--- config.mk ---
export PLATFORM = sky130hd
export DESIGN_NAME = vend_controller
export DESIGN_NICKNAME = d
export VERILOG_FILES = /design/src/rtl/vend_controller.sv
export SDC_FILE = /design/constraint.sdc
export NUM_CORES = 1
export LEC_CHECK = 0
export CORE_MARGIN = 10
export CORE_UTILIZATION = 30
export DETAILED_ROUTE_END_ITERATION = 6
export DONT_BUFFER_PORTS = 1
export MAX_ROUTING_LAYER = met4
export PLACE_DENSITY = 0.45
export SKIP_CTS_REPAIR_TIMING = 1
export SYNTH_ARGS = -nofsm -noshare
export SYNTH_HDL_FRONTEND = slang
export SYNTH_SLANG_ARGS = --single-unit
--- constraint.sdc ---
create_clock -name clk -period 2.3 [get_ports clk]
set_input_delay 0.575 -clock clk [delete_from_list [all_inputs] [get_ports clk]]
set_output_delay 0.575 -clock clk [all_outputs]
set_load 0.01 [all_outputs]
--- src/rtl/vend_controller.sv ---
// vend_controller: vending transaction FSM (credit, dispense, change/refund pulses).
// Optional stock counter and sold_out flag enabled by defining STOCK_COUNT_EN.
module vend_controller #(
    parameter int CREDIT_W        = 8,
    parameter int COIN_VALUE      = 25,
    parameter int PRICE           = 75,
    parameter int MAX_CREDIT      = 200,
    parameter int DISPENSE_CYCLES = 4,
    parameter int STOCK_INIT      = 8
) (
    input  logic                clk,
    input  logic                reset_n,
    input  logic                coin_edge,
    input  logic                select_edge,
    input  logic                cancel_edge,
    output logic [CREDIT_W-1:0] credit,
    output logic                dispense,
    output logic                coin_return,
    output logic                coin_reject,
    output logic                busy,
    output logic                sold_out
);
    localparam int CNT_W = $clog2(DISPENSE_CYCLES + 1);
    localparam logic [CREDIT_W-1:0] CV = CREDIT_W'(COIN_VALUE);
    localparam logic [CREDIT_W-1:0] PR = CREDIT_W'(PRICE);
    localparam logic [CREDIT_W-1:0] COIN_LIMIT = CREDIT_W'(MAX_CREDIT - COIN_VALUE);
    localparam logic [CNT_W-1:0] CNT_LAST = CNT_W'(DISPENSE_CYCLES - 1);

    typedef enum logic [1:0] {ST_IDLE, ST_CREDIT, ST_DISPENSE, ST_REFUND} state_t;

    state_t              state_q;
    logic [CREDIT_W-1:0] credit_q;
    logic [CNT_W-1:0]    cnt_q;
    logic                dispense_q, coin_return_q, coin_reject_q, busy_q;
    logic                can_sel, do_cancel, do_select, coin_ok;

`ifdef STOCK_COUNT_EN
    localparam int SW = $clog2(STOCK_INIT + 1);
    logic [SW-1:0] stock_q;
    logic          sold_out_q;
    assign can_sel  = !sold_out_q;
    assign sold_out = sold_out_q;
`else
    assign can_sel  = 1'b1;
    assign sold_out = 1'b0;
`endif

    assign do_cancel = cancel_edge && credit_q != '0;
    assign do_select = !do_cancel && select_edge && can_sel && credit_q >= PR;
    // Guard against the limit before adding so the sum never wraps.
    assign coin_ok   = credit_q <= COIN_LIMIT;

    always_ff @(posedge clk or negedge reset_n) begin
        if (!reset_n) begin
            state_q       <= ST_IDLE;
            credit_q      <= '0;
            cnt_q         <= '0;
            dispense_q    <= 1'b0;
            coin_return_q <= 1'b0;
            coin_reject_q <= 1'b0;
            busy_q        <= 1'b0;
`ifdef STOCK_COUNT_EN
            stock_q       <= SW'(STOCK_INIT);
            sold_out_q    <= 1'b0;
`endif
        end else begin
            coin_return_q <= 1'b0;
            coin_reject_q <= 1'b0;
            case (state_q)
                ST_IDLE, ST_CREDIT: begin
                    coin_reject_q <= coin_edge && (do_cancel || do_select || !coin_ok);
                    if (do_cancel) begin
                        state_q       <= ST_REFUND;
                        busy_q        <= 1'b1;
                        coin_return_q <= 1'b1;
                        credit_q      <= credit_q - CV;
                    end else if (do_select) begin
                        state_q    <= ST_DISPENSE;
                        busy_q     <= 1'b1;
                        dispense_q <= 1'b1;
                        cnt_q      <= '0;
                        credit_q   <= credit_q - PR;
`ifdef STOCK_COUNT_EN
                        stock_q    <= stock_q - 1'b1;
                        sold_out_q <= stock_q == SW'(1);
`endif
                    end else if (coin_edge && coin_ok) begin
                        state_q  <= ST_CREDIT;
                        credit_q <= credit_q + CV;
                    end
                end
                ST_DISPENSE: begin
                    coin_reject_q <= coin_edge;
                    if (cnt_q == CNT_LAST) begin
                        dispense_q <= 1'b0;
                        if (credit_q != '0) begin
                            state_q       <= ST_REFUND;
                            coin_return_q <= 1'b1;
                            credit_q      <= credit_q - CV;
                        end else begin
                            state_q <= ST_IDLE;
                            busy_q  <= 1'b0;
                        end
                    end else begin
                        cnt_q <= cnt_q + 1'b1;
                    end
                end
                default: begin
                    coin_reject_q <= coin_edge;
                    // Leave right after the final pulse; otherwise alternate pulse/gap.
                    if (credit_q == '0) begin
                        state_q <= ST_IDLE;
                        busy_q  <= 1'b0;
                    end else if (!coin_return_q) begin
                        coin_return_q <= 1'b1;
                        credit_q      <= credit_q - CV;
                    end
                end
            endcase
        end
    end

    assign credit      = credit_q;
    assign dispense    = dispense_q;
    assign coin_return = coin_return_q;
    assign coin_reject = coin_reject_q;
    assign busy        = busy_q;
endmodule
==> results.ini, run 1 <==
[sta]
setup_slack_ns = 0.2039
max_freq_mhz = 477.1
tightest_slew_ns = 0.8286
setup_viol = 0
fin_tns_setup_ns = 0
rsz0062_at_grt = false
hold_viol = 0
final_max_slew_viol_count = 0
period_needed_ns = 2.096
maxSlewHeadroom_pct = 44.58
fin_worst_skew_ns = 0.01358
fin_crit_sh_pct = 91.13

[logic_synthesis]
ys_ff_latch = 17
yosys.area.top_type = dfrtp_1
synthCells = 146
synth_area_leaders = dfrtp_1 32%, a21oi_1 5.3%, nand2_1 4.8%
synthTopCellsByCount = 17 x dfrtp_1, 17 x nand2_1, 14 x a21oi_1
synth_top_area_share_pct = 31.92
ys.flop_type = dfrtp_1
seq_area_frac_synth_pct = 31.92
syn-cell-area_sq_mm = 0.001333
syn-num-nets = 155
synth_cell_type_count = 46
synth_edf_count = 0
synth.avg_cell_area_sq_um = 9.127
yosys_warnings = 0
async_flop_share_pct = 100.0

[floorplanning]
start_util_pct = 30.82
std_cell_rows = 24
pin_count = 18
fp.dieW_um = 86.65
die_area_sq_mm = 0.007507
die_h_um = 86.65
coreArea_sq_mm = 0.004324

[global_route]
grt_pass1_vias = 1074
antenna_found_initial = 0
track_usage_pct = 9.862
grt_overflow = 0
grt_start_max_net_pins = 18
grt_pass1_wl_um = 5844

[worst_setup_path]
critPathArrivalTime_ns = 2.23
crit_chain = inv_1, ha_1, nor4b_4, a21bo_2, or3b_1, a2111oi_1, a211oi_1
crit_fanout = 7
critPathTopFamily = compound AO/OA/AOI/OAI gates
r2r_slack_ns = 0.20
critPathMaxStageDelay_ns = 0.44
criticalPathCategory = register to register
crit_slowest_cell = dfrtp_1
cp-start-kind = register
cp.required_ns = 2.44
timing.critical_path.buf_inv = 1
end_kind = register
ff2ff_path_depth = 7
timing.rr.start = credit[0]
timing.rr.end = credit[5]

[worst_hold_path]
hold_end = coin_reject
hold_start = coin_edge
holdPathStages = 1
hold_path_class = primary input to register

[clock_network]
clk_path_buf_depth = 2
htree_levels = 1
clock-sinks = 17
cts_tree = yes
root_buffer = clkbuf_8
path_clk_slew_ns = 0.08
numCtsBuffers = 3
worstSkewPairLatency_ns = 0.26

[final_layout]
layout.nets = 168
drive_gt1_share_pct = 22.78
final_area_sq_mm = 0.001494
diodes = 0
syn_to_final_growth_pct = 12.11
final_core_utilization_pct = 34.55
fillers = 463

[place]
gp_congestion = 0.9278
place_area_sq_mm = 0.001438
dp_slack_ns = 0.1937
numPortBuffers = 0
dp_hpwl_um = 2721

[drt]
drt-wirelength-per-cell_um = 16.80
routed_wl_um = 3528
via_per_inst = 5.343
drcViolationCount = 0
vias = 1122
detail_route.first_pass.iterations = 4
first_iter_violations = 57
postRouteAntennaNets = 0

[flow_run]
cap_violations = 0

[power]
power_leakage_nw = 0.6126
p_per_area_mw_per_mm2 = 1444
total_power_mw = 2.158
vdd_drop_max_v = 0.0005288

[run_status]
status = complete, no violations

## through the flow
stage | std cells | hold WS [ns]
after floorplan | 146 | 0.2794
after global placement | 205 | 0.2801
after detailed placement | 205 | 0.2803
after CTS | 209 | -0.008359
after global routing | 210 | 0.4529
final | 210 | 0.4535
## cells by family after synthesis
family	synth area share, %
and+or+nand+nor	20.00
muxes	1.596
AOI/OAI and AO/OA	28.36
DFF	31.93
adders and majority gates	3.756
buffers and inverters	8.825
xor gates and xnor gates	5.258
other	0.2814
## worst max path at each step
stage | from | endpoint | slack (ns) | cells after the start
2_1_floorplan | credit[0] | credit[5] | 0.17 | 8
3_3_place_gp | credit[0] | credit[5] | 0.25 | 6
3_5_place_dp | credit[0] | credit[5] | 0.19 | 7
4_1_cts | credit[0] | credit[5] | 0.18 | 7
5_1_grt | credit[0] | credit[5] | 0.05 | 7
6_report | credit[0] | credit[5] | 0.20 | 7
## layout by cell type (no fill, tap or decap), drive strengths merged
master | netlist | final
clkinv | 0 | 1
a2111oi | 3 | 3
conb | 1 | 1
dlygate4sd3 | 0 | 1
or3b | 1 | 1
dfrtp | 17 | 17
o31ai | 1 | 1
o211ai | 2 | 2
nand2 | 17 | 17
mux2 | 1 | 1
a21oi | 15 | 15
o21ai | 9 | 9
nand4 | 1 | 1
nor3 | 4 | 4
a22oi | 1 | 1
o2111ai | 1 | 1
nor2 | 11 | 11
xnor2 | 4 | 4
o21bai | 1 | 1
inv | 8 | 8
and2 | 1 | 1
nor4b | 1 | 1
a31oi | 4 | 4
nand2b | 3 | 3
a21boi | 1 | 1
a311oi | 3 | 3
nand3 | 3 | 3
nor4 | 3 | 3
a21bo | 1 | 1
ha | 4 | 4
xor2 | 4 | 4
a21o | 5 | 5
buf | 9 | 17
mux2i | 1 | 1
o311ai | 1 | 1
clkbuf | 1 | 3
a211oi | 3 | 3
## registers in the layout, indices dropped and copies added, names as in the netlist
register	count
busy	1
state_q	2
dispense	1
cnt_q	3
coin_return	1
coin_reject	1
credit	8
## area by class of cell
| type | count | area [sq um] | share of cell area (%) |
|---|---|---|---|
| flip-flops and latches | 17 | 425.4 | 28.48 |
| multi-input cells | 111 | 789.5 | 52.85 |
| repair buffers | 18 | 137.6 | 9.213 |
| well taps | 52 | 65.06 | 4.355 |
| clock inverters | 1 | 5.005 | 0.3350 |
| inverters | 8 | 30.03 | 2.010 |
| clock buffers | 3 | 41.29 | 2.764 |
## layer usage
| layer | vias to the layer above | part of all wire [%] | global-route usage (%) |
|---|---|---|---|
| met5 | - | 0 | - |
| met4 | 0 | 0.40 | 1.325 |
| met3 | 4 | 9.4 | 3.846 |
| met2 | 37 | 42 | 13.49 |
| met1 | 533 | 48 | 13.57 |
| li1 | 548 | - | - |
## power by group
group / internal [mW] / switching (mW) / total, mW
sequential: 0.427 / 0.241 / 0.668
combinational: 0.564 / 0.696 / 1.26
clock: 0.120 / 0.110 / 0.230
total: 1.11 / 1.05 / 2.16
No activity file was read; power rests on OpenSTA's default activity.
==> run 2: changes to the inputs <==
- CORE_UTILIZATION: 30 -> 62
- PLACE_DENSITY: 0.45 -> 0.79
==> run 2 against run 1 <==
Utilization up 38 points. Highest routed layer unchanged. Register-to-register slack worse by 0.02 ns. Setup slack worse by 0.023 ns. Critical path depth unchanged. Combinational power about the same. Global-route usage up 6.7 points. Final area down 3.4%. Non-clock buffer count unchanged. Count of clock-buffer cells in the layout up 1. Sequential share of layout area up 1.0 points.
==> results.ini, run 2 (synthesized netlist as in run 1, its figures left out) <==
[run_status]
status = complete, no violations  ; unchanged

[final_layout]
syn_to_final_growth_pct = 8.263  ; was 12.11%
seqCellArea_sq_um = 425.4  ; unchanged
final_core_utilization_pct = 72.06  ; was 34.55%
layout.nets = 168  ; unchanged
final_area_sq_mm = 0.001443  ; was 0.001494 sq mm
fillers = 141  ; was 463
largest_reg_flops = 8  ; unchanged
mostFrequentLayoutCells = 17 x nand2_1, 17 x dfrtp_1, 17 x buf_4, 14 x a21oi_1, 10 x nor2_1  ; unchanged
diodes = 0  ; unchanged
drive_gt1_share_pct = 22.15  ; was 22.78%
multi_input_area_sq_um = 789.5  ; unchanged

[sta]
hold_viol = 0  ; unchanged
fin_tns_setup_ns = 0  ; unchanged
maxSlewHeadroom_pct = 48.39  ; was 44.58%
setup_viol = 0  ; unchanged
fin_crit_sh_pct = 92.15  ; was 91.13%
period_needed_ns = 2.119  ; was 2.096 ns
final_max_slew_viol_count = 0  ; unchanged
timing.hold.ws_ns = 0.4077  ; was 0.4535 ns
rsz0062_at_grt = false  ; unchanged
tightest_slew_ns = 0.7716  ; was 0.8286 ns
fin_worst_skew_ns = 0.005389  ; was 0.01358 ns
max_freq_mhz = 471.8  ; was 477.1 MHz

[flow_run]
cap_violations = 0  ; unchanged

[drt]
wl_met3_um = 268  ; was 332 um
detail_route.first_pass.iterations = 4  ; unchanged
vias = 1167  ; was 1,122
drt-wirelength-per-cell_um = 17.86  ; was 16.80 um
drcViolationCount = 0  ; unchanged
met1Wirelength_um = 1361  ; was 1695 um
routed_wl_um = 3304  ; was 3528 um
topRoutingLayerUsed = met4  ; unchanged
wl_met2_um = 1610  ; was 1486 um
first_iter_violations = 86  ; was 57
via_per_inst = 6.308  ; was 5.343
postRouteAntennaNets = 0  ; unchanged

[global_route]
grt_pass1_vias = 1197  ; was 1,074
antenna_found_initial = 0  ; unchanged
track_usage_pct = 16.58  ; was 9.862%
grt_start_max_net_pins = 18  ; unchanged
grt_pass1_wl_um = 5602  ; was 5844 um
grt_overflow = 0  ; unchanged

[clock_network]
htree_levels = 1  ; unchanged
clock-sinks = 17  ; unchanged
worstSkewPairLatency_ns = 0.31  ; was 0.26 ns
root_buffer = clkbuf_4  ; was clkbuf_8
path_clk_slew_ns = 0.11  ; was 0.08 ns
cts_tree = yes  ; unchanged
clk_path_buf_depth = 2  ; unchanged
numCtsBuffers = 3  ; unchanged

[worst_setup_path]
crit_fanout = 7  ; unchanged
criticalPathCategory = register to register  ; unchanged
cp.required_ns = 2.48  ; was 2.44 ns
end_kind = register  ; unchanged
cp-start-kind = register  ; unchanged
critPathArrivalTime_ns = 2.30  ; was 2.23 ns

[power]
vdd_drop_max_v = 0.0009179  ; was 0.0005288 V
p_per_area_mw_per_mm2 = 1456  ; was 1444 mW/mm^2
power_leakage_nw = 0.6023  ; was 0.6126 nW

[floorplanning]
coreArea_sq_mm = 0.002002  ; was 0.004324 sq mm
fp.dieW_um = 66.36  ; was 86.65 um
die_area_sq_mm = 0.004404  ; was 0.007507 sq mm
die_h_um = 66.36  ; was 86.65 um
start_util_pct = 66.56  ; was 30.82%
pin_count = 18  ; unchanged
std_cell_rows = 16  ; was 24

[place]
dp_hpwl_um = 2571  ; was 2721 um
place_area_sq_mm = 0.001406  ; was 0.001438 sq mm
gp_congestion = 0.9105  ; was 0.9278
numPortBuffers = 0  ; unchanged

[worst_hold_path]
hold_path_class = primary input to register  ; unchanged

[run 2: cell types whose count changed in the layout (fill, tap and decap cells not counted), sizes merged]
| cell | previous run | this run |
|---|---|---|
| clkinv | 1 | 0 |
| clkbuf | 3 | 4 |
[run 2: layout make-up]
class                   instances  share of cell area (%)
clock buffers                   4                   1.821
inverters                       8                   2.082
multi-input cells             111                   54.73
flip-flops and latches         17                   29.49
well taps                      27                   2.342
repair buffers                 18                   9.540
[run 2: report_power, final]
part           switching (mW)  internal, mW  total, mW
Combinational           0.691         0.568       1.26
Sequential              0.243         0.426      0.668
Clock                   0.105        0.0678      0.173
[run 2: through the flow]
| stage | setup slack, ns | cells | total power [mW] |
|---|---|---|---|
| CTS | 0.1802 | 184 | 2.092 |
| global placement | 0.2679 | 180 | 1.857 |
| floorplan | 0.1697 | 146 | 1.618 |
| detailed placement | 0.1971 | 180 | 1.922 |
| finish | 0.1806 | 185 | 2.100 |
| global route | 0.03504 | 185 | 2.254 |
[run 2: final timing paths]
| kind | start | to | slack [ns] | depth (start not counted) |
|---|---|---|---|---|
| worst max register to register | credit[0] | credit[5] | 0.18 | 7 |
| worst min register to register | cnt_q[0] | cnt_q[0] | 0.58 | 2 |
| min in group asynchronous | reset_n | cnt_q[0] | 0.78 | 1 |
| worst max-delay path | credit[0] | credit[5] | 0.18 | 7 |
| worst min-delay path | coin_edge | coin_reject | 0.41 | 1 |
| max in group asynchronous | reset_n | coin_reject | 1.04 | 1 |
[run 2: critical path, stage by stage (launching register included)]
cell	delay, ns
dfrtp_1	0.47
inv_1	0.09
ha_1	0.19
nor4b_4	0.28
a21bo_2	0.19
or3b_1	0.34
a2111oi_1	0.34
a211oi_1	0.09
[run 2: routing by layer]
layer	track usage, %	vias to the layer above
met5	-	-
met4	7.068	0
met3	3.898	9
met2	28.11	49
met1	18.03	563
li1	-	546
